<file path="config.mk">
export PLATFORM = sky130hd
export DESIGN_NAME = bram_req_scheduler
export DESIGN_NICKNAME = d
export VERILOG_FILES = /design/src/rtl/bram_sched_pkg.sv /design/src/rtl/rd_tag_pipe.sv /design/src/rtl/bram_req_scheduler.sv
export SDC_FILE = /design/constraint.sdc
export NUM_CORES = 1
export LEC_CHECK = 0
export BUFFER_PORTS_ARGS = -buffer_cell sky130_fd_sc_hd__buf_2
export CORE_MARGIN = 2
export CORE_UTILIZATION = 49
export DETAILED_ROUTE_END_ITERATION = 8
export GPL_TIMING_DRIVEN = 0
export PLACE_DENSITY = 0.85
export REMOVE_ABC_BUFFERS = 1
export SYNTH_ARGS = -nofsm -noshare
export SYNTH_HDL_FRONTEND = slang
export SYNTH_HIERARCHICAL = 1
export SYNTH_SLANG_ARGS = --single-unit
</file>
<file path="constraint.sdc">
create_clock -name clk -period 3.1 [get_ports clk]
set_clock_uncertainty 0.15 [all_clocks]
set_input_delay 0.465 -clock clk [delete_from_list [all_inputs] [get_ports clk]]
set_output_delay 0.465 -clock clk [all_outputs]
set_load 0.01 [all_outputs]
</file>
<file path="src/rtl/bram_sched_pkg.sv">
// Shared requester IDs, tag types and helpers for the BRAM request scheduler.
// Requester ID order (cache, dma, pref) is also the round-robin and fixed-priority order.
package bram_sched_pkg;
  typedef logic [1:0] tag_t;

  localparam int   NUM_REQ   = 3;
  localparam tag_t REQ_CACHE = 2'd0;
  localparam tag_t REQ_DMA   = 2'd1;
  localparam tag_t REQ_PREF  = 2'd2;
  localparam int   WAIT_W    = 4;

  function automatic tag_t next_req(input tag_t id);
    return (id == REQ_PREF) ? REQ_CACHE : id + 2'd1;
  endfunction
endpackage

</file>
<file path="src/rtl/rd_tag_pipe.sv">
// Fixed-depth {valid, tag} delay line: the input appears at the output DEPTH cycles later.
// It has no backpressure and shifts every cycle; reset drops every in-flight entry.
module rd_tag_pipe
  import bram_sched_pkg::*;
#(
  parameter int DEPTH = 10
) (
  input  logic       clk,
  input  logic       rst_n,
  input  logic       i_vld,
  input  logic [1:0] i_tag,
  output logic       o_vld,
  output logic [1:0] o_tag
);
  logic r_vld [DEPTH];
  tag_t r_tag [DEPTH];

  always_ff @(posedge clk or negedge rst_n) begin
    if (!rst_n) begin
      for (int i = 0; i < DEPTH; i++) begin
        r_vld[i] <= 1'b0;
        r_tag[i] <= REQ_CACHE;
      end
    end else begin
      r_vld[0] <= i_vld;
      r_tag[0] <= i_tag;
      for (int i = 1; i < DEPTH; i++) begin
        r_vld[i] <= r_vld[i-1];
        r_tag[i] <= r_tag[i-1];
      end
    end
  end

  assign o_vld = r_vld[DEPTH-1];
  assign o_tag = r_tag[DEPTH-1];
endmodule

</file>
<file path="src/rtl/bram_req_scheduler.sv">
// Three-way BRAM port arbiter: combinational grant, registered issue one cycle later, rvalid READ_LAT cycles after issue.
// Losing requesters simply hold req; a starved requester pre-empts round-robin in fixed order cache > dma > pref.
module bram_req_scheduler
  import bram_sched_pkg::*;
#(
  parameter int ADDR_W     = 13,
  parameter int DATA_W     = 32,
  parameter int READ_LAT   = 10,
  parameter int STARVE_LIM = 8
) (
  input  logic              clk,
  input  logic              rst_n,
  input  logic              cache_req,
  input  logic [ADDR_W-1:0] cache_addr,
  output logic              cache_gnt,
  output logic              cache_rvalid,
  input  logic              pref_req,
  input  logic [ADDR_W-1:0] pref_addr,
  output logic              pref_gnt,
  output logic              pref_rvalid,
  input  logic              dma_req,
  input  logic              dma_we,
  input  logic [ADDR_W-1:0] dma_addr,
  input  logic [DATA_W-1:0] dma_wdata,
  output logic              dma_gnt,
  output logic              dma_rvalid,
  output logic              bram_in_valid,
  output logic              bram_wr,
  output logic [ADDR_W-1:0] bram_addr,
  output logic [DATA_W-1:0] bram_di,
  input  logic              bram_do_valid
);
  logic [NUM_REQ-1:0] w_req;
  logic [NUM_REQ-1:0] w_gnt;
  logic [WAIT_W-1:0]  r_wait [NUM_REQ];
  tag_t               r_rr_ptr;
  logic               w_any_gnt;
  tag_t               w_gnt_id;
  tag_t               w_cand;
  logic               w_sel_wr;
  logic [ADDR_W-1:0]  w_sel_addr;
  logic [DATA_W-1:0]  w_sel_di;
  logic               r_iss_vld;
  logic               r_iss_wr;
  tag_t               r_iss_tag;
  logic [ADDR_W-1:0]  r_iss_addr;
  logic [DATA_W-1:0]  r_iss_di;
  logic               w_rd_vld;
  logic [1:0]         w_rd_tag;

  assign w_req = {pref_req, dma_req, cache_req};

  always_comb begin
    w_any_gnt = 1'b0;
    w_gnt_id  = REQ_CACHE;
    w_cand    = REQ_CACHE;
    // Scan downwards so the lowest ID / nearest-to-pointer requester wins.
    for (int i = NUM_REQ-1; i >= 0; i--) begin
      if (w_req[i] && (r_wait[i] >= WAIT_W'(STARVE_LIM))) begin
        w_any_gnt = 1'b1;
        w_gnt_id  = tag_t'(i);
      end
    end
    if (!w_any_gnt) begin
      for (int k = NUM_REQ-1; k >= 0; k--) begin
        w_cand = tag_t'((int'(r_rr_ptr) + k) % NUM_REQ);
        if (w_req[w_cand]) begin
          w_any_gnt = 1'b1;
          w_gnt_id  = w_cand;
        end
      end
    end
  end

  assign cache_gnt = w_any_gnt && (w_gnt_id == REQ_CACHE);
  assign dma_gnt   = w_any_gnt && (w_gnt_id == REQ_DMA);
  assign pref_gnt  = w_any_gnt && (w_gnt_id == REQ_PREF);
  assign w_gnt     = {pref_gnt, dma_gnt, cache_gnt};

  always_comb begin
    w_sel_wr   = 1'b0;
    w_sel_addr = '0;
    w_sel_di   = '0;
    if (w_any_gnt) begin
      case (w_gnt_id)
        REQ_CACHE: w_sel_addr = cache_addr;
        REQ_DMA: begin
          w_sel_addr = dma_addr;
          w_sel_wr   = dma_we;
          w_sel_di   = dma_we ? dma_wdata : '0;
        end
        REQ_PREF:  w_sel_addr = pref_addr;
        default:   w_sel_addr = '0;
      endcase
    end
  end

  always_ff @(posedge clk or negedge rst_n) begin
    if (!rst_n) begin
      r_rr_ptr   <= REQ_CACHE;
      r_iss_vld  <= 1'b0;
      r_iss_wr   <= 1'b0;
      r_iss_tag  <= REQ_CACHE;
      r_iss_addr <= '0;
      r_iss_di   <= '0;
      for (int i = 0; i < NUM_REQ; i++) r_wait[i] <= '0;
    end else begin
      if (w_any_gnt) r_rr_ptr <= next_req(w_gnt_id);
      r_iss_vld  <= w_any_gnt;
      r_iss_wr   <= w_sel_wr;
      r_iss_tag  <= w_gnt_id;
      r_iss_addr <= w_sel_addr;
      r_iss_di   <= w_sel_di;
      for (int i = 0; i < NUM_REQ; i++) begin
        if (!w_req[i] || w_gnt[i]) r_wait[i] <= '0;
        else if (r_wait[i] != '1) r_wait[i] <= r_wait[i] + 1'b1;
      end
    end
  end

  assign bram_in_valid = r_iss_vld;
  assign bram_wr       = r_iss_wr;
  assign bram_addr     = r_iss_addr;
  assign bram_di       = r_iss_di;

  // Writes travel as bubbles so the pipe stays aligned with issue order.
  rd_tag_pipe #(.DEPTH(READ_LAT)) u_rd_tag_pipe (
    .clk   (clk),
    .rst_n (rst_n),
    .i_vld (r_iss_vld && !r_iss_wr),
    .i_tag (r_iss_tag),
    .o_vld (w_rd_vld),
    .o_tag (w_rd_tag)
  );

  assign cache_rvalid = w_rd_vld && (w_rd_tag == REQ_CACHE);
  assign dma_rvalid   = w_rd_vld && (w_rd_tag == REQ_DMA);
  assign pref_rvalid  = w_rd_vld && (w_rd_tag == REQ_PREF);

  a_rvalid_matches_bram: assert property (@(posedge clk) disable iff (!rst_n) w_rd_vld == bram_do_valid)
    else $error("rvalid out of step with bram_do_valid");
endmodule

</file>
==> results.yml, run 1 <==
global_route:
  grt_pass1_wl_mm: 12.4
  grt_max_degree: 72
  grt_pass1_vias: 2607
  met1_usage_pct: 23.1
  grt-ovfl-total: 0
  grt_usage_pct: 19.5
  grt_use_met2_pct: 34.2
  grt_use_met3_pct: 5.28
  busiest_layer: "met2"
  antenna_found_initial: 0
min_path:
  hold_depth: 2
  hold_class: "primary input to register"
yosys:
  synth.distinct_cells: 40
  synthFlopType: "dfrtp_1"
  synth_edf_count: 0
  async_reset_ff_share_pct: 100
  syn_area_mm2: 0.00361
  syn_avg_cell_area_um2: 12.9
  ys_seq_area_share_pct: 64.4
  synth-seq-cells: 93
  ys_warn_count: 6
  postSynthCellCount: 280
cells_and_area:
  layout-drive-gt1-share_pct: 42.3
  diodes: 0
  layout-area-overhead-vs-synth_pct: 26.2
  stdcell_area_mm2: 0.00456
  post-route-util_pct: 63.2
  final_nets: 496
critical_path:
  crit_path_start: "r_rr_ptr[0]$_DFFE_PN0P_"
  endpoint: "cache_gnt"
  start_kind: "register"
  criticalPathCategory: "register to primary output"
  endpoint_kind: "primary output"
  worstPathMaxFanout: 18
  crit_arrival_ps: 2260
  rr_worst_depth: 8
  cp_cell_sequence: "inv_1 > ha_1 > or2_1 > a32oi_1 > o21a_4 > nand2_1 > nor2_1 > buf_2"
  critPathMaxStageDelay_ps: 370
  rr_startpoint: "r_rr_ptr[0]$_DFFE_PN0P_"
  r2r_end: "r_wait[9]$_DFFE_PN0P_"
  rrSetupSlack_ps: 500
  cp_data_required_time_ps: 2480
  critical_path.slowest_cell: "dfrtp_1"
cts:
  cts_htree_levels: 3
  cts.sinks: 93
  path_clk_slew_ps: 100
  clk_latency_ps: 350
  cts_buffer_depth: 2
  cts-root-buf: "clkbuf_8"
  cts_made_buffers: 9
  cts_tree: "yes"
sta:
  finalCritPeriodShare_pct: 92.8
  hold_violations: 0
  slew_headroom_pct: 67.8
  rsz0062_at_grt: "false"
  maxSlewViolCount: 0
  tightest_slew_ps: 483
  finalCriticalPeriod_ps: 2880
  setup_viol: 0
  fmax_ghz: 0.348
die:
  num_rows: 31
  ios: 131
  dieArea_mm2: 0.00808
  die_x_um: 89.9
  die_h_um: 89.9
  core_area_mm2: 0.00721
  initial_utilization_pct: 50.1
detailed_routing:
  drt_first_pass_iters: 4
  post_drt_wl_per_cell_um: 14.8
  wl_mm: 7.58
  avgViaCountPerCell: 4.99
  drt-initial-drc-count: 160
  vias: 2561
  drc_errors: 0
  ant_nets: 0
pwr:
  power_frac_clock_pct: 20.7
  p_sw_share_pct: 36.2
  p_int_mw: 2.56
  power_frac_seq_pct: 43.5
  p_comb_share_pct: 35.8
  p_leak_nw: 2.50
  fin_total_pwr_mw: 4.02
  p_sw_mw: 1.46
  vdd.ir_drop.worst_mv: 0.433
  power_density_mw_per_mm2: 881
place:
  port_buffers: 129
  placement.cell_area_mm2: 0.00430
  dp_hpwl_mm: 5.40
  place_congestion: 0.785
status:
  status: "finished, final reports clean"
flow_run:
  maxCapViolations: 0
==> what timing repair did <==
item                       4_1_cts  5_1_grt
gates cloned                     0        0
pin swaps                        2        1
setup endpoints to repair        2        1
hold endpoints to repair        22        0
hold buffers                     1        0
setup buffers                    1        3
resized for setup                1        1
==> state kept, by name, indices dropped and copies added, names as in the netlist <==
register and count:
bram_di 32, u_rd_tag_pipe/r_tag 18, bram_addr 13, r_wait 12
u_rd_tag_pipe/r_vld 9, r_iss_tag 2, r_rr_ptr 2, u_rd_tag_pipe/o_tag 2
bram_in_valid 1, bram_wr 1, u_rd_tag_pipe/o_vld 1
==> synth_stat cells, types with 2 or more instances <==
| library cell | count | area share (%) |
|---|---|---|
| buf_2 | 8 | 1.1 |
| a31oi_1 | 3 | 0.52 |
| and3b_1 | 4 | 0.97 |
| nor3_1 | 4 | 0.55 |
| inv_2 | 2 | 0.21 |
| nor2b_1 | 3 | 0.52 |
| o21a_1 | 2 | 0.42 |
| a21oi_1 | 8 | 1.1 |
| and3_1 | 33 | 5.7 |
| buf_4 | 2 | 0.42 |
| clkbuf_1 | 3 | 0.31 |
| a22oi_1 | 8 | 1.7 |
| inv_1 | 10 | 1.0 |
| ha_1 | 9 | 3.1 |
| a21oi_2 | 6 | 1.5 |
| buf_6 | 3 | 0.93 |
| mux2i_1 | 6 | 1.7 |
| nand2_1 | 10 | 1.0 |
| dfrtp_1 | 93 | 64 |
| a22oi_2 | 7 | 2.4 |
| nand3_1 | 20 | 2.8 |
| xnor2_1 | 3 | 0.73 |
| nor3b_1 | 3 | 0.62 |
| nor2_1 | 14 | 1.5 |
==> cells in the final DEF (no fill, tap or decap), drive strengths merged, types with 2 or more instances in the layout <==
cell type / count
nor3: 5
dfrtp: 93
o21a: 2
a22oi: 15
inv: 16
clkbuf: 9
and3: 33
nor3b: 3
mux2i: 6
o21ai: 3
a31oi: 3
nor2: 14
ha: 9
nand2: 10
xnor2: 3
clkinv: 2
and3b: 4
nand3: 20
buf: 134
nor2b: 3
a21oi: 14
==> stage by stage <==
step	instances	setup WS (ps)	hold slack, ps	setup TNS, ps
6_report	513	223	189	0
3_3_place_gp	491	-101	183	-101
3_5_place_dp	492	-143	185	-143
2_1_floorplan	263	338	19.4	0
5_1_grt	513	35.0	163	0
4_1_cts	510	21.6	173	0
==> how the worst min path moves through the flow <==
stage / to / slack (ps) / from
after floorplan: bram_addr[0]$_DFF_PN0_ / 20 / rst_n
after global placement: u_rd_tag_pipe/o_tag[0]$_DFF_PN0_ / 180 / u_rd_tag_pipe/r_tag[2]$_DFF_PN0_
after detailed placement: u_rd_tag_pipe/r_tag[6]$_DFF_PN0_ / 180 / u_rd_tag_pipe/r_tag[8]$_DFF_PN0_
after CTS: bram_di[23]$_DFF_PN0_ / 170 / dma_wdata[23]
after global routing: bram_di[29]$_DFF_PN0_ / 160 / dma_wdata[29]
final: bram_di[1]$_DFF_PN0_ / 190 / dma_wdata[1]
==> cells by family after synthesis <==
| kind of cell | after synthesis | synth area share [%] |
|---|---|---|
| and+or+nand+nor | 95 | 14.9 |
| DFF | 93 | 64.4 |
| AOI/OAI and AO/OA | 44 | 10.6 |
| buffers and inverters | 30 | 4.61 |
| adders and majority gates | 9 | 3.12 |
| muxes | 6 | 1.66 |
| xor gates and xnor gates | 3 | 0.727 |
==> final cells by class <==
type                            instances  area, um^2
Sequential cell                        93        2330
Tap cell                               99         124
Timing Repair Buffer                  135         716
Fill cell                             619        2650
Inverter                               13        51.3
Multi-Input combinational cell        157        1130
Clock inverter                          7        91.3
Clock buffer                            9         124
==> routing by layer <==
metal  wire (um)  up-vias  part of all wire, %
met3         384       15                  5.1
met1        3080     1239                   41
met4         142        0                  1.9
met2        3970       84                   52
li1            -     1223                    -
met5           0        -                    0
==> power groups by stage <==
stage / combinational (mW) / sequential [mW] / clock, mW
2_1_floorplan: 0.810 / 1.81 / 0
3_3_place_gp: 1.35 / 1.74 / 0
3_5_place_dp: 1.40 / 1.77 / 0
4_1_cts: 1.42 / 1.75 / 0.854
5_1_grt: 1.59 / 1.79 / 0.903
6_report: 1.44 / 1.75 / 0.831
==> worst max-delay path, delay by kind of cell (launching register included) <==
family / cells / cell delay, ps
adders and majority gates: 1 / 350
DFF: 1 / 370
and+or+nand+nor: 3 / 450
AOI/OAI and AO/OA: 2 / 550
buffers and inverters: 2 / 200
(Power assumes the default switching activity.)
==> run 2, diff against run 1 <==
--- a/config.mk
+++ b/config.mk
@@ -9,7 +9,7 @@
 export CORE_MARGIN = 2
 export CORE_UTILIZATION = 49
 export DETAILED_ROUTE_END_ITERATION = 8
-export GPL_TIMING_DRIVEN = 0
+export GPL_TIMING_DRIVEN = 1
 export PLACE_DENSITY = 0.85
 export REMOVE_ABC_BUFFERS = 1
 export SYNTH_ARGS = -nofsm -noshare
==> run 2 against run 1 <==
Sequential power about the same. Non-clock buffer count down 1. Sequential cell count unchanged. Global-route usage up 0.13 points. The run now ends with hold timing left. First-iteration DRC count down 29%. Critical path depth unchanged. Core utilization down 0.57 points. Sequential share of layout area up 0.47 points. Hold slack worse by 190 ps.
==> results.yml, run 2 (synthesized netlist as in run 1, its figures left out) <==
flow_run:
  maxCapViolations: 0
sta:
  finalCriticalPeriod_ps: 2930
  setup_viol: 0
  fin_setup_tns_ps: 0
  rsz0062_at_grt: "false"
  tightest_slew_ps: 649
  fin_hold_ws_ps: -2.03
  fin_ws_ps: 173
  hold_violations: 11
  slew_headroom_pct: 56.8
  finalCritPeriodShare_pct: 94.4
  fmax_ghz: 0.342
  maxSlewViolCount: 0
cells_and_area:
  final_common_cell: "buf_2"
  largest_register_ffs: 32
  stdcell_area_mm2: 0.00452
  final_nets: 495
  layout-drive-gt1-share_pct: 42.6
  diodes: 0
  most-common-layout-cells: "128 x buf_2, 93 x dfrtp_1, 33 x and3_1"
  layout-area-overhead-vs-synth_pct: 25.1
global_route:
  grt_usage_pct: 19.7
  antenna_found_initial: 0
  grt-ovfl-total: 0
  grt_max_degree: 55
  grt_pass1_wl_mm: 12.4
  grt_pass1_vias: 2591
detailed_routing:
  drt_first_pass_iters: 4
  ant_nets: 0
  avgViaCountPerCell: 5.05
  drt-initial-drc-count: 114
  post_drt_wl_per_cell_um: 14.3
  vias: 2585
  drc_errors: 0
  wl_mm: 7.31
status:
  status: "finished, violations left"
  violations: "hold timing"
cts:
  holdBufCountCts: 0
  cts-root-buf: "clkbuf_8"
  path_clk_slew_ps: 90
  clk_latency_ps: 350
  cts.sinks: 93
  cts_buffer_depth: 2
  cts_htree_levels: 3
  cts_made_buffers: 9
  cts_tree: "yes"
  post_cts_buffers: 0
  ctsResizeCount: 0
die:
  initial_utilization_pct: 50.1
  core_area_mm2: 0.00721
  die_x_um: 89.9
  num_rows: 31
  die_h_um: 89.9
  ios: 131
  dieArea_mm2: 0.00808
pwr:
  fin_total_pwr_mw: 3.98
  power_density_mw_per_mm2: 880
  vdd.ir_drop.worst_mv: 0.440
  p_leak_nw: 2.48
critical_path:
  cp_data_required_time_ps: 2480
  start_kind: "register"
  endpoint_kind: "primary output"
  criticalPathCategory: "register to primary output"
  worstPathMaxFanout: 12
  crit_arrival_ps: 2310
place:
  dp_hpwl_mm: 5.20
  placement.cell_area_mm2: 0.00431
  place_congestion: 0.777
  port_buffers: 129
  dpl_worst_slack_ps: 346
min_path:
  hold_class: "primary input to async pin"
[run 2: critical path, cell delays in order, from the launching register on]
cell and delay [ps]:
dfrtp_1 380, inv_1 70, ha_1 360, nor2b_1 160, o221a_2 290, o21ai_4 270, buf_4 250, inv_1 50
buf_2 130
[run 2: final timing paths]
path | from | end | cells past startpoint | slack (ps)
hold / removal | rst_n | bram_addr[5]$_DFF_PN0_ | 1 | -2
setup reg to reg | r_rr_ptr[0]$_DFFE_PN0P_ | r_wait[10]$_DFFE_PN0P_ | 8 | 530
max in group asynchronous | rst_n | bram_di[5]$_DFF_PN0_ | 2 | 2080
hold reg to reg | u_rd_tag_pipe/r_tag[9]$_DFF_PN0_ | u_rd_tag_pipe/r_tag[7]$_DFF_PN0_ | 0 | 200
min in group clk | dma_wdata[11] | bram_di[11]$_DFF_PN0_ | 2 | 190
setup / recovery | r_rr_ptr[0]$_DFFE_PN0P_ | pref_gnt | 8 | 170
[run 2: final cells by class]
type,count,area [um^2]
Clock buffer,10,138
Clock inverter,6,70.1
Fill cell,604,2700
Inverter,13,51.3
Multi-Input combinational cell,157,1120
Sequential cell,93,2330
Tap cell,99,124
Timing Repair Buffer,134,686
[run 2: where the power goes]
group          internal, mW  switching, mW  leakage, nW
Combinational         0.565          0.849         1.17
Clock                 0.402          0.419        0.101
Sequential             1.59          0.150         1.21
Total                  2.56           1.42         2.48
[run 2: metrics by stage]
step	utilization, %	cells
floorplan	-	263
global placement	59.7	496
detailed placement	59.7	496
CTS	62.6	512
global route	62.6	512
finish	62.6	512
[run 2: per-layer routing]
| metal | vias up | part of all wire (%) | track usage, % |
|---|---|---|---|
| met2 | 107 | 50 | 32.1 |
| met4 | 0 | 2.8 | 10.4 |
| li1 | 1219 | - | - |
| met5 | - | 0 | 0 |
| met3 | 16 | 6.3 | 5.03 |
| met1 | 1243 | 40 | 24.2 |
